[src/rtl/sr_debounce_ctrl.sv]
// -----------------------------------------------------------------------------
// sr_debounce_ctrl
//   Clocked front end for a set/reset latch stage. The raw S and R request
//   lines are asynchronous and may bounce. Each line goes through its own
//   synchronizer and debouncer. The debounced pair then drives a three-state
//   FSM, which produces a clean, registered Q/QB. The block also emits
//   one-cycle set/reset event pulses and an invalid flag.
//
// Parameters
//   DEBOUNCE_CYCLES : consecutive disagreeing cycles before a debounced value
//                     follows its synchronized input (>= 1)
//   SYNC_STAGES     : flip-flops per input synchronizer (>= 2)
//
// Ports
//   clk         in  : single clock, rising edge
//   rst         in  : asynchronous, active-high reset
//   S, R        in  : raw set / reset requests (asynchronous to clk)
//   Q           out : resolved latch state
//   QB          out : ~Q, except 0 while INVALID
//   set_pulse   out : one cycle on entry to SET
//   reset_pulse out : one cycle on entry to RESET from SET or INVALID
//   invalid     out : high while in INVALID
// -----------------------------------------------------------------------------
module sr_debounce_ctrl #(
  parameter int DEBOUNCE_CYCLES = 4,
  parameter int SYNC_STAGES     = 2
) (
  input  logic clk,
  input  logic rst,
  input  logic S,
  input  logic R,
  output logic Q,
  output logic QB,
  output logic set_pulse,
  output logic reset_pulse,
  output logic invalid
);

  localparam int             CW       = $clog2(DEBOUNCE_CYCLES + 1);
  localparam logic [CW-1:0]  CNT_LAST = CW'(DEBOUNCE_CYCLES - 1);
  localparam logic [CW-1:0]  CNT_ONE  = CW'(1);
  localparam logic [CW-1:0]  CNT_ZERO = {CW{1'b0}};

  typedef enum logic [1:0] {
    RESET_ST   = 2'b00,
    SET_ST     = 2'b01,
    INVALID_ST = 2'b10
  } state_e;

  // Channel 0 carries S and channel 1 carries R throughout.
  logic [1:0]             raw_s;
  logic [SYNC_STAGES-1:0] sync_q [2];
  logic [SYNC_STAGES-1:0] sync_d [2];
  logic [CW-1:0]          cnt_q  [2];
  logic [CW-1:0]          cnt_d  [2];
  logic [1:0]             db_q;
  logic [1:0]             db_d;
  logic                   s_db_s;
  logic                   r_db_s;

  state_e state_q, state_d;
  logic   q_q, qb_q, invalid_q, set_pulse_q, reset_pulse_q;

  assign raw_s  = {R, S};
  assign s_db_s = db_q[0];
  assign r_db_s = db_q[1];

  // Synchronizer shift and debounce counter next-state for both channels.
  always_comb begin
    for (int i = 0; i < 2; i++) begin
      sync_d[i] = {sync_q[i][SYNC_STAGES-2:0], raw_s[i]};
      cnt_d[i]  = CNT_ZERO;
      db_d[i]   = db_q[i];
      if (sync_q[i][SYNC_STAGES-1] == db_q[i]) begin
        cnt_d[i] = CNT_ZERO;
      end else if (cnt_q[i] == CNT_LAST) begin
        // This is the DEBOUNCE_CYCLES-th consecutive disagreeing edge, so accept the new level.
        db_d[i]  = sync_q[i][SYNC_STAGES-1];
        cnt_d[i] = CNT_ZERO;
      end else begin
        cnt_d[i] = cnt_q[i] + CNT_ONE;
      end
    end
  end

  // Synchronizer, counter and debounced-value registers.
  always_ff @(posedge clk or posedge rst) begin
    if (rst) begin
      for (int i = 0; i < 2; i++) begin
        sync_q[i] <= {SYNC_STAGES{1'b0}};
        cnt_q[i]  <= CNT_ZERO;
      end
      db_q <= 2'b00;
    end else begin
      for (int i = 0; i < 2; i++) begin
        sync_q[i] <= sync_d[i];
        cnt_q[i]  <= cnt_d[i];
      end
      db_q <= db_d;
    end
  end

  // Next-state resolution from the debounced pair only.
  always_comb begin
    state_d = state_q;
    case ({s_db_s, r_db_s})
      2'b10:   state_d = SET_ST;
      2'b01:   state_d = RESET_ST;
      2'b11:   state_d = INVALID_ST;
      2'b00: begin
        // Leaving INVALID on release is deterministic: always to RESET.
        if (state_q == INVALID_ST) begin
          state_d = RESET_ST;
        end else begin
          state_d = state_q;
        end
      end
      default: state_d = state_q;
    endcase
  end

  // State register plus outputs registered from the next state, so they change on the state edge.
  always_ff @(posedge clk or posedge rst) begin
    if (rst) begin
      state_q       <= RESET_ST;
      q_q           <= 1'b0;
      qb_q          <= 1'b1;
      invalid_q     <= 1'b0;
      set_pulse_q   <= 1'b0;
      reset_pulse_q <= 1'b0;
    end else begin
      state_q       <= state_d;
      q_q           <= (state_d == SET_ST);
      qb_q          <= (state_d == RESET_ST);
      invalid_q     <= (state_d == INVALID_ST);
      set_pulse_q   <= (state_d == SET_ST) && (state_q != SET_ST);
      reset_pulse_q <= (state_d == RESET_ST) && (state_q != RESET_ST);
    end
  end

  assign Q           = q_q;
  assign QB          = qb_q;
  assign invalid     = invalid_q;
  assign set_pulse   = set_pulse_q;
  assign reset_pulse = reset_pulse_q;

endmodule

[config.mk]
export PLATFORM = sky130hd
export DESIGN_NAME = sr_debounce_ctrl
export DESIGN_NICKNAME = d
export VERILOG_FILES = /design/src/rtl/sr_debounce_ctrl.sv
export SDC_FILE = /design/constraint.sdc
export NUM_CORES = 1
export LEC_CHECK = 0
export BUFFER_PORTS_ARGS = -buffer_cell sky130_fd_sc_hd__buf_2
export CAP_MARGIN = 10
export CORE_ASPECT_RATIO = 1.2
export CORE_UTILIZATION = 25
export CTS_CLUSTER_SIZE = 10
export DETAILED_ROUTE_END_ITERATION = 10
export PLACE_DENSITY = 0.48
export SYNTH_ARGS = -nofsm -noshare
export SYNTH_HDL_FRONTEND = slang
export SYNTH_SLANG_ARGS = --single-unit
[constraint.sdc]
create_clock -name clk -period 2.7 [get_ports clk]
set_clock_uncertainty 0.05 [all_clocks]
set_input_delay 0.135 -clock clk [delete_from_list [all_inputs] [get_ports clk]]
set_output_delay 0.135 -clock clk [all_outputs]
set_load 0.03 [all_outputs]
* After elaboration in Yosys (flattened, before gate mapping) *
Cells that the tools add are included.

cells by class
  add/subtract/negate cells = 2
  eq/ne operators = 11
  muxes and demuxes = 6
  bitwise gates (word level) = 2
  reduce and logical (&&, ||, !) cells = 7

operators with widths
  operator               count
  $mux W3                4
  $eq A2 B2 Y1 const B   4
  $pmux W2 S4            1
  $add A3 B1 Y3 const B  2
  $eq A3 B2 Y1 const B   2
  $eq A2 B1 Y1 const B   2
  $logic_not A2 Y1       2
  $reduce_and A2 Y1      2
  $eq A1 B1 Y1           2
  $logic_and A1 B1 Y1    2
  $mux W2                1
  $ne A2 B1 Y1 const B   1
  $not A1 Y1             2
  $reduce_bool A2 Y1     1

storage, ports and cells
  register bits = 19
  input port bits = 4
  output and inout bits = 5
  word-level logic and storage cells = 40

* Longest topological paths before layout *
  word-level depth = 5
  mapped depth = 3
  gate-level depth less buffers = 3

* Least setup slack after synthesis *
No wires, ideal clock.

  kind = register to register
  from = register cnt_q[3] (netlist name)
  to = register db_q[0]
  library setup time = 0.125 ns
  arrival time = 0.997 ns
  data required time = 2.525 ns
  slack = 1.528 ns
  cell stages (with the launch flop) = 4
  buffers on the path = 0
  period minus slack after synthesis = 1.172 ns
  cells stage by stage = dfrtp_1 -> ha_1 -> and2b_1 -> mux2_2

on the way
  word-level cells in the longest chain between the ends = 2

RTL lines
  element                             line  source
  start, declared                     54    logic [CW-1:0] cnt_q [2];
  start signal, assigned by index     97    cnt_q[i] <= cnt_d[i];
  $eq A3 B2 Y1                        76    end else if (cnt_q[i] == CNT_LAST) begin
  $reduce_and A2 Y1 (no source line)  --
  end signal, assigned                93    db_q <= 2'b00;
  end signal, assigned                99    db_q <= db_d;
  end, declared                       56    logic [1:0] db_q;

Every way passes these cells.
A chain may end at the register's enable or synchronous reset.

* Worst setup path after layout *
Same ends and word-level chain as after synthesis.

==> flow_metrics.env <==
export IMPL_netSwitchingPower_mw=0.3039
export IMPL_synthDistinctLibCells=18
export IMPL_insertedDiodeCount=0
export IMPL_yosys_most_used_dff="dfrtp_1"
export IMPL_cpMaxStageDelayCell="dfrtp_1"
export IMPL_worstMarginPinSlew_ns=0.6981
export IMPL_post_synth_main_area_contributors="dfrtp_1 (66%), dfstp_2 (3.9%), ha_1 (3.7%)"
export IMPL_max_freq_mhz=810.8
export IMPL_cells_along_the_critical_path="ha_1 -> and2b_1 -> mux2_2"
export IMPL_required_time_worst_endpoint_ns=2.83
export IMPL_drive_above_1_share_pct=27.87
export IMPL_critPathArrivalTime_ns=1.36
export IMPL_drt_first_iter_violations=3
export IMPL_tritoncts="yes"
export IMPL_combinationalPowerShare_pct=32.9
export IMPL_hold_viol_final=0
export IMPL_dp_worst_setup_slack_ns=1.473
export IMPL_setup_violations_final=0
export IMPL_critical_path_class="reg -> reg"
export IMPL_grt_remaining_overflow=0
export IMPL_crit_path_max_incr_delay_ns=0.40
export IMPL_leakagePower_nw=0.3894
export IMPL_route_vias_total=375
export IMPL_core_region_area_um2=2552
export IMPL_post_layout_nonfiller_instances=94
export IMPL_global_route_wire_length_before_repair_um=1607
export IMPL_routed_wl_um=914
export IMPL_number_of_i_o_pins=9
export IMPL_placementRows=20
export IMPL_portBuffers=8
export IMPL_clk_root_buffer_cell="clkbuf_4"
export IMPL_synth_yosys_seq_area_share_pct=70.30
export IMPL_critPathLaunchType="register"
export IMPL_avgSynthCellArea_um2=14.43
export IMPL_fillerInstances=266
export IMPL_final_setup_tns_ns=0
export IMPL_post_synth_instance_area_um2=678.2
export IMPL_maxCapViolations=0
export IMPL_power_switching_share_pct=35.26
export IMPL_outcome="complete, no violations"
export IMPL_detail_route_wl_per_cell_um=9.723
export IMPL_grt_use_total_pct=7.548
export IMPL_post_synth_top_count_cell="dfrtp_1"
export IMPL_postCtsHoldBufs=3
export IMPL_clk_pin_slew_ns=0.10
export IMPL_place_inst=87
export IMPL_final_min_clock_period_ns=1.233
export IMPL_numCtsBuffers=3
export IMPL_gp_congestion=0.7082
export IMPL_post_cts_setup_buffer_count=0
export IMPL_relSlewSlack_pct=53.41
export IMPL_first_global_vias=403
export IMPL_clock_insertion_delay_worst_skew_ns=0.29
export IMPL_worstPathMaxFanout=3
export IMPL_yosysWarningCount=0
export IMPL_final_max_slew_viol_count=0
export IMPL_p_seq_share_pct=51.0
export IMPL_number_of_enable_type_register_cells_in_the_synthesized_netlist=0
export IMPL_grt_max_degree=20
export IMPL_postSynthRegisterBits=19
export IMPL_finalWorstSetupSlack_ns=1.467
export IMPL_pwr_share_clk_pct=16.1
export IMPL_async_reset_ff_share_pct=100.0
export IMPL_layout_nets=68
export IMPL_drt_pre_antenna_iters=2
export IMPL_clkSinkCount=19
export IMPL_cp_end_kind="register"
export IMPL_die_w_um=49.55
export IMPL_final_min_period_over_clock_period_pct=45.68
export IMPL_postSynthNetCount=53
export IMPL_remaining_drc_errors=0
export IMPL_die_h_um=59.06
export IMPL_initial_core_util_pct=26.57
export IMPL_vdd_ir_drop_worst_v=0.0002917
export IMPL_number_of_antenna_violations_at_the_first_check_in_global_routing=0
export IMPL_avgViaCountPerCell=3.989
export IMPL_postSynthCellCount=47
export IMPL_hold_class="reg -> reg"
export IMPL_synth_commonest_cells="dfrtp_1 (18), nor2_1 (4), nor2b_1 (3), nor3b_1 (3)"
export IMPL_htree_num_levels=1
export IMPL_synth_largest_type_area_fraction_pct=66.42
export IMPL_postRouteAntennaNets=0
export IMPL_power_per_cell_area_nw_per_um2=1063
export IMPL_rsz0062_at_grt="no"
export IMPL_floorplan_die_area_um2=2926
export IMPL_internal_power_mw=0.5581
export IMPL_post_synth_top_area_cell="dfrtp_1"
export IMPL_layout_area_overhead_vs_synth_pct=19.56
export IMPL_cts_root_to_sink_buffers=2
export IMPL_cts_resized=0
power by group through the flow:
stage	Clock, mW	Sequential, mW	Combinational [mW]
2_1_floorplan	0	0.500	0.163
3_3_place_gp	0	0.445	0.277
3_5_place_dp	0	0.447	0.284
4_1_cts	0.145	0.440	0.289
5_1_grt	0.159	0.453	0.313
6_report	0.139	0.439	0.284
state kept, by name, indices dropped and copies added, names as in the netlist, 2 cells and up:
name / cells
cnt_q: 6
db_q: 2
state_q: 2
sync_d: 2
sync_q: 2
metrics by stage:
stage               hold WS (ns)  util (%)  cell area (um^2)  total power [mW]
global placement          0.1938     29.56             754.5            0.7217
detailed placement        0.1949     29.56             754.5            0.7311
floorplan                0.03539         -             678.2            0.6623
global route              0.3120     31.76             810.8            0.9250
finish                    0.3065     31.76             810.8            0.8620
CTS                       0.3090     31.76             810.8            0.8743
cells by family after synthesis:
logic type	Yosys count	synth area share [%]
AOI/OAI and AO/OA	2	2.029
xor gates and xnor gates	2	2.583
adders and majority gates	2	3.689
buffers and inverters	3	1.845
DFF	19	70.30
muxes	3	4.797
and+or+nand+nor	16	14.76
routing by layer:
| metal | GRT usage (%) | share of wire [%] | vias up |
|---|---|---|---|
| met4 | 6.122 | 2.5 | 0 |
| li1 | - | - | 181 |
| met3 | 1.538 | 4.2 | 4 |
| met5 | 0 | 0 | - |
| met1 | 8.059 | 46 | 180 |
| met2 | 12.93 | 47 | 10 |
critical path: cells and delay by family (launching register included):
family	cells	cell delay [ns]
multiplexers	1	0.27
AND/OR/NAND/NOR	1	0.20
flip-flops	1	0.40
adder cells (fa/ha/maj)	1	0.21
layout make-up:
class | count | area [um^2] | area share [%]
clock buffers | 4 | 26.28 | 3.241
flip-flops and latches | 19 | 476.7 | 58.80
inverters | 2 | 7.507 | 0.9259
repair buffers | 11 | 70.07 | 8.642
multi-input cells | 25 | 188.9 | 23.30
well taps | 33 | 41.29 | 5.093
final timing paths:
kind                                to  cells after the start  slack [ns]       from
max                            db_q[0]                      3        1.47   cnt_q[3]
min                          sync_q[3]                      0        0.31  sync_d[3]
max reg2reg                    db_q[0]                      3        1.47   cnt_q[3]
min reg2reg                  sync_q[3]                      0        0.31  sync_d[3]
max in group asynchronous  reset_pulse                      3        1.72        rst
min in group asynchronous    sync_q[1]                      3        0.44        rst
placed cells by master, fill, tap and decap left out, drive strengths merged:
cell          n
nor2          4
buf           8
and2          1
nor3b         4
inv           2
mux2          2
dlygate4sd3   3
xnor2         2
nor3          2
and2b         1
nand2b        1
clkbuf        4
mux2i         1
dfrtp        18
a31o          1
ha            2
a21oi         1
dfstp         1
nor2b         3
(Power assumes the default switching activity.)
